### config.mk
export PLATFORM = sky130hd
export DESIGN_NAME = load_store_unit
export DESIGN_NICKNAME = d
export VERILOG_FILES = /design/src/rtl/load_store_unit.sv
export SDC_FILE = /design/constraint.sdc
export NUM_CORES = 1
export LEC_CHECK = 0
export BUFFER_PORTS_ARGS = -buffer_cell sky130_fd_sc_hd__buf_4
export CAP_MARGIN = 20
export CELL_PAD_IN_SITES_DETAIL_PLACEMENT = 1
export CELL_PAD_IN_SITES_GLOBAL_PLACEMENT = 1
export CORE_MARGIN = 2
export CORE_UTILIZATION = 31
export DETAILED_ROUTE_END_ITERATION = 6
export PLACE_DENSITY = 0.78
export SLEW_MARGIN = 5
export SYNTH_ARGS = -nofsm -noshare
export SYNTH_HDL_FRONTEND = slang
export SYNTH_SLANG_ARGS = --single-unit
### constraint.sdc
create_clock -name clk -period 1.8 [get_ports clk]
set_input_delay 0.36 -clock clk [delete_from_list [all_inputs] [get_ports clk]]
set_output_delay 0.36 -clock clk [all_outputs]
set_load 0.01 [all_outputs]
### src/rtl/load_store_unit.sv
// Load/store unit: single-outstanding data-memory access with wait timeout.
// Define LSU_ALIGN_CHECK_EN to reject misaligned or out-of-window addresses.
module load_store_unit #(
  parameter int unsigned BASE_ADDR      = 1024,
  parameter int unsigned DEPTH_WORDS    = 16,
  parameter int unsigned TIMEOUT_CYCLES = 15
) (
  input  logic        clk,
  input  logic        rst,
  input  logic        req_rd,
  input  logic        req_wr,
  input  logic [31:0] req_addr,
  input  logic [31:0] req_wdata,
  output logic        freeze,
  output logic        resp_valid,
  output logic        resp_err,
  output logic [31:0] load_data,
  output logic        mem_r_en,
  output logic        mem_w_en,
  output logic [31:0] address,
  output logic [31:0] dataIn,
  input  logic [31:0] dataOut,
  input  logic        mem_ready
);

  typedef enum logic [1:0] {
    IDLE   = 2'd0,
    ACCESS = 2'd1,
    DONE   = 2'd2
  } state_e;

  localparam logic [3:0] TO_LIM = 4'(TIMEOUT_CYCLES);

  state_e      state_q;
  logic        op_wr_q;
  logic [3:0]  cnt_q;
  logic [3:0]  cnt_d;
  logic [31:0] addr_q;
  logic [31:0] wdata_q;
  logic [31:0] ld_q;
  logic        r_en_q;
  logic        w_en_q;
  logic        valid_q;
  logic        err_q;
  logic        bad_addr;
  logic        any_req;
  logic        both_req;

`ifdef LSU_ALIGN_CHECK_EN
  localparam logic [31:0] LO_ADDR = 32'(BASE_ADDR);
  localparam logic [31:0] HI_ADDR =
    32'(BASE_ADDR + 4 * DEPTH_WORDS - 1);

  assign bad_addr = (req_addr[1:0] != 2'b00)
                 || (req_addr < LO_ADDR)
                 || (req_addr > HI_ADDR);
`else
  assign bad_addr = 1'b0;
`endif

  assign any_req  = req_rd | req_wr;
  assign both_req = req_rd & req_wr;

  // Saturating wait counter; never wraps back to zero.
  assign cnt_d = (cnt_q == 4'hF) ? cnt_q : cnt_q + 4'd1;

  always_ff @(posedge clk) begin
    if (!rst) begin
      state_q <= IDLE;
      op_wr_q <= 1'b0;
      cnt_q   <= 4'd0;
      addr_q  <= 32'd0;
      wdata_q <= 32'd0;
      ld_q    <= 32'd0;
      r_en_q  <= 1'b0;
      w_en_q  <= 1'b0;
      valid_q <= 1'b0;
      err_q   <= 1'b0;
    end else begin
      valid_q <= 1'b0;
      unique case (state_q)
        IDLE: begin
          if (both_req || (any_req && bad_addr)) begin
            state_q <= DONE;
            valid_q <= 1'b1;
            err_q   <= 1'b1;
          end else if (any_req) begin
            state_q <= ACCESS;
            op_wr_q <= req_wr;
            addr_q  <= req_addr;
            wdata_q <= req_wdata;
            cnt_q   <= 4'd0;
            r_en_q  <= req_rd;
            w_en_q  <= req_wr;
          end
        end
        ACCESS: begin
          if (mem_ready) begin
            if (!op_wr_q) begin
              ld_q <= dataOut;
            end
            state_q <= DONE;
            valid_q <= 1'b1;
            err_q   <= 1'b0;
            r_en_q  <= 1'b0;
            w_en_q  <= 1'b0;
          end else if (cnt_q == TO_LIM) begin
            state_q <= DONE;
            valid_q <= 1'b1;
            err_q   <= 1'b1;
            r_en_q  <= 1'b0;
            w_en_q  <= 1'b0;
          end else begin
            cnt_q <= cnt_d;
          end
        end
        DONE: begin
          state_q <= IDLE;
        end
        default: begin
          state_q <= IDLE;
          r_en_q  <= 1'b0;
          w_en_q  <= 1'b0;
        end
      endcase
    end
  end

  assign freeze = (state_q == ACCESS)
               || ((state_q == IDLE) && any_req);

  assign resp_valid = valid_q;
  assign resp_err   = err_q;
  assign load_data  = ld_q;
  assign mem_r_en   = r_en_q;
  assign mem_w_en   = w_en_q;
  assign address    = addr_q;
  assign dataIn     = wdata_q;

endmodule

# Word level (Yosys, flattened, before mapping)
# Cells that the tools add are included.
[word_totals]
reg_bits = 107
elab_cells = 62
[classes]
add_sub_neg = 1
eq_ne = 10
mux = 26
n_bitwise = 5
n_reduce_logical = 10
[op_table]
columns = ["cell", "n"]
rows = [
  ["2-to-1 mux 4 bit", 4],
  ["2-to-1 mux 1 bit", 12],
  ["inequality test 2 bit (second input constant)", 5],
  ["AND reduction 3 bit", 3],
  ["2-to-1 mux 2 bit", 4],
  ["case mux 4 bit (2 select lines)", 1],
  ["inequality test 3 bit (second input constant)", 2],
  ["case mux 1 bit (3 select lines)", 2],
  ["AND reduction 5 bit", 1],
  ["adder 4 x 1 -> 4 bit (second input constant)", 1],
  ["equality test 4 bit (second input constant)", 1],
  ["case mux 1 bit (2 select lines)", 2],
  ["case mux 2 bit (2 select lines)", 1],
  ["AND reduction 4 bit", 1],
  ["inverter 1 bit", 3],
  ["equality test 2 x 1 -> 1 bit (second input constant)", 1],
  ["equality test 2 bit (second input constant)", 1],
  ["zero test 2 bit", 1],
  ["AND reduction 2 bit", 1],
  ["nonzero test 2 bit", 1],
  ["bitwise AND 1 bit", 1],
  ["logical AND 1 bit", 1],
  ["logical OR 1 bit", 1],
  ["bitwise OR 1 bit", 1],
]

# Longest topological paths before layout
[logic_depth]
depth_word = 4
mapped_depth = 7
depth_no_buf = 5

# Least setup slack after synthesis
# OpenSTA, ideal clock, no wires.
[synth_timing]
path_type = "input port to flip-flop"
from = "input req_rd"
to = "register addr_q[0], in the netlist address[0]"
setup_time_ns = 0.132
arrival_ns = 1.407
slack_ns = 0.261
cell_stages = 7
n_path_buf = 2
path_cell_list = "inv_1 ha_1 or3b_1 buf_6 buf_6 nand2_1 a21oi_1"
[synth_between]
elab_chain_cells = 3
elab_cells_between_ends = 4
[synth_rtl]
columns = ["item", "line_no", "rtl"]
rows = [
  ["start, declared", "10", "input logic req_rd,"],
  ["bitwise AND 1 bit", "62", "assign both_req = req_rd & req_wr;"],
  ["inverter 1 bit (no line)", "--", ""],
  ["AND reduction 3 bit (no line) (*)", "--", ""],
  ["end signal, assigned", "90", "addr_q <= req_addr;"],
  ["end, declared", "38", "logic [31:0] addr_q;"],
]
# Every way passes the cells marked *; elsewhere a longest branch is shown, timed or not.
# A chain may end at the register's enable or synchronous reset.

# Final worst setup path
[layout_timing]
from = "register state_q[0]"
to = "output freeze"
[layout_between]
elab_chain_cells = 3
elab_cells_between_ends = 4
[layout_rtl]
columns = ["item", "line_no", "rtl"]
rows = [
  ["start, declared", "34", "state_e state_q;"],
  ["start signal, assigned", "69", "state_q <= IDLE;"],
  ["start signal, assigned", "84", "state_q <= DONE;"],
  ["start signal, assigned", "88", "state_q <= ACCESS;"],
  ["zero test 2 bit", "130", "|| ((state_q == IDLE) && any_req);"],
  ["logical AND 1 bit", "130", ""],
  ["logical OR 1 bit (*)", "130", ""],
  ["end, declared", "14", "output logic freeze,"],
]
# Marked as above.

==> impl_metrics.ini <==
[place]
numPortBuffers = 201
gp_congestion = 0.772
placed_area_um2 = 5650
place.detailed.hpwl_mm = 9.26
pre_cts_ws_ps = -17.6
dp_cells = 841

[pwr]
leakage_nw = 2.61
p_clk_share_pct = 34.7
power.density_nw_per_um2 = 957
switching_share_pct = 26.4
combinationalPowerShare_pct = 19.1
p_int_mw = 4.18
p_switching_mw = 1.50
ir_drop_mv = 0.449
seqPwrFrac_pct = 46.2

[synth]
synthDominantCellAreaShare_pct = 53.9
async_flop_share_pct = 0
ys.warnings.count = 0
synth-main-ff-cell = dfxtp_1
synthesis.nets = 596
synth_cell_type_count = 34
syn_avg_cell_area_um2 = 8.09
synthSimpleGateAreaFrac_pct = 22.9
netlist_area_um2 = 3970
synth_top_family_by_area = simple AND/OR/NAND/NOR gates
muxShareOfSynthArea_pct = 0.504
synthCells = 491
synth_xor_area_share_pct = 0
synth_area_leaders = dfxtp_1, nand2_1, a21oi_1
synth_seq_cells = 107
yosysMostFrequentCell = nand2_1
ys_seq_area_share_pct = 53.9
synth_enable_flop_cells = 0
synth_compound_gate_area_share_pct = 15.6
synthAdderAreaFrac_pct = 1.26
netlist_top_cells_count = nand2_1, dfxtp_1, a21oi_1
synth_area_leader_cell = dfxtp_1

[setup_path]
worstSetupStartpoint = state_q[0]$_SDFFE_PN0P_
crit_path_end_kind = output pin
required_ps = 1440
rrSetupSlack_ps = 290
critPathLaunchType = flop
worst_r2r_endpoint = resp_err$_SDFFE_PN0P_
path_max_fanout = 7
rr_startpoint = cnt_q[0]$_SDFFE_PN0P_
arrival_ps = 1260
cp-endpoint = freeze
reg2reg_depth = 4
crit_type = reg -> out

[routing]
vias = 3986
antenna_left = 0
drc = 0
postRouteWirelength_mm = 12.7
drt_iter0_markers = 199
viasPerCell = 4.65
firstDrtPassIters = 4
routedWlPerCell_um = 14.8

[floorplanning]
die_area_um2 = 13700
pin_count = 202
die_h_um = 117
rows = 41
core_area_um2 = 12600
die_x_um = 117
initial_core_util_pct = 31.6

[cells_and_area]
fin_cells = 857
final_core_utilization_pct = 47.3
n_fill_cell = 1542
drive_gt1_share_pct = 34.7
nets = 785
n_antenna_cell = 0
fin_area_um2 = 5940
areaGrowthSynthToFinish_pct = 49.5

[cts]
cts_tree = done
post_cts_buffers = 0
cts_hold_buf = 0
worstSkewPairLatency_ps = 340
h-tree-depth = 3
numClockSinks = 107
path_clk_slew_ps = 70
cts_buffer_depth = 2
cts_resized = 0
cts_buffers = 9
cts_root_buf = clkbuf_16

[global_route]
grt_max_degree = 73
overflow = 0
antenna_found_initial = 0
grt_pass1_wl_mm = 18.8
grt_pass1_vias = 3827
grt.total_usage_pct = 17.5

[timing]
slew_headroom_pct = 71.0
period_share_pct = 89.9
max_freq_mhz = 618
worstMarginPinSlew_ps = 432
final_max_slew_viol_count = 0
fin_skew_ps = 5.98
hold_violations = 0
setup_viol = 0
post-route-min-period_ps = 1620
whs_ps = 258
rsz0062_at_grt = false
setup_ws_ps = 182

[run]
drv_cap = 0

[worst_hold_path]
hold_class = in -> reg
min_from = dataOut[10]

[run_status]
status = finished clean
area by class of cell:
cell class	instances	area (um2)	share of cell area, %
Sequential cell	107	2140	36.1
Timing Repair Buffer	214	1670	28.1
Multi-Input combinational cell	344	1600	27.0
Clock buffer	11	243	4.09
Tap cell	172	215	3.62
Clock inverter	5	52.6	0.885
Inverter	4	15.0	0.253
cell families (layout without fill, tap and decap cells):
kind of cell | count (synthesis) | in the layout
AND/OR/NAND/NOR | 223 | 223
AO/OA/AOI/OAI | 115 | 115
buffers and inverters | 40 | 234
multiplexers | 2 | 2
adder cells (fa/ha/maj) | 4 | 4
flip-flops | 107 | 107
worst min-delay path by stage:
stage | slack [ps] | endpoint | cells past startpoint
after floorplan | 440 | op_wr_q$_SDFFE_PN0P_ | 2
after global placement | 440 | dataIn[21]$_SDFFE_PN0P_ | 2
after detailed placement | 450 | address[18]$_SDFFE_PN0P_ | 2
after CTS | 240 | load_data[24]$_SDFFE_PN0P_ | 3
after global routing | 250 | dataIn[6]$_SDFFE_PN0P_ | 3
final | 260 | load_data[10]$_SDFFE_PN0P_ | 3
worst max-delay path, cell delays in order (launching register included):
cell,delay (ps)
dfxtp_1,480
inv_1,130
a21oi_1,160
buf_4,140
metal layers:
metal	GRT usage (%)	vias up	part of all wire, %
li1	-	1987	-
met1	20.3	1840	42
met2	30.0	142	48
met3	5.66	17	8.3
met4	6.51	0	1.5
met5	0	-	0
power by group through the flow:
stage | sequential, mW | clock [mW] | combinational [mW]
CTS | 2.63 | 2.03 | 1.11
finish | 2.63 | 1.97 | 1.08
floorplan | 2.74 | 0 | 0.471
global placement | 2.67 | 0 | 1.07
detailed placement | 2.68 | 0 | 1.10
global route | 2.65 | 2.13 | 1.19
registers in the layout (all words and copies together), names as in the netlist:
register and count:
address 32, dataIn 32, load_data 32, cnt_q 4, state_q 2, mem_r_en 1
mem_w_en 1, op_wr_q 1, resp_err 1, resp_valid 1
placed cells by master (no fill, tap or decap), types with 2 or more instances in the layout:
| cell | n |
|---|---|
| buf_4 | 209 |
| nand2_1 | 201 |
| dfxtp_1 | 107 |
| a21oi_1 | 100 |
| clkbuf_16 | 9 |
| buf_12 | 5 |
| nor2_1 | 4 |
| ha_1 | 4 |
| inv_1 | 3 |
| nand3_1 | 3 |
| a211oi_1 | 3 |
| clkinv_2 | 3 |
| nor3_1 | 2 |
| mux2i_1 | 2 |
| nor2b_1 | 2 |
| o22ai_1 | 2 |
| o2bb2ai_1 | 2 |
| nor4_1 | 2 |
| a31o_2 | 2 |
stage by stage:
stage	setup TNS (ps)	total power, mW
after floorplan	0	3.21
after global placement	0	3.74
after detailed placement	-216	3.79
after CTS	0	5.77
after global routing	0	5.97
final	0	5.69
(Power assumes the default switching activity.)
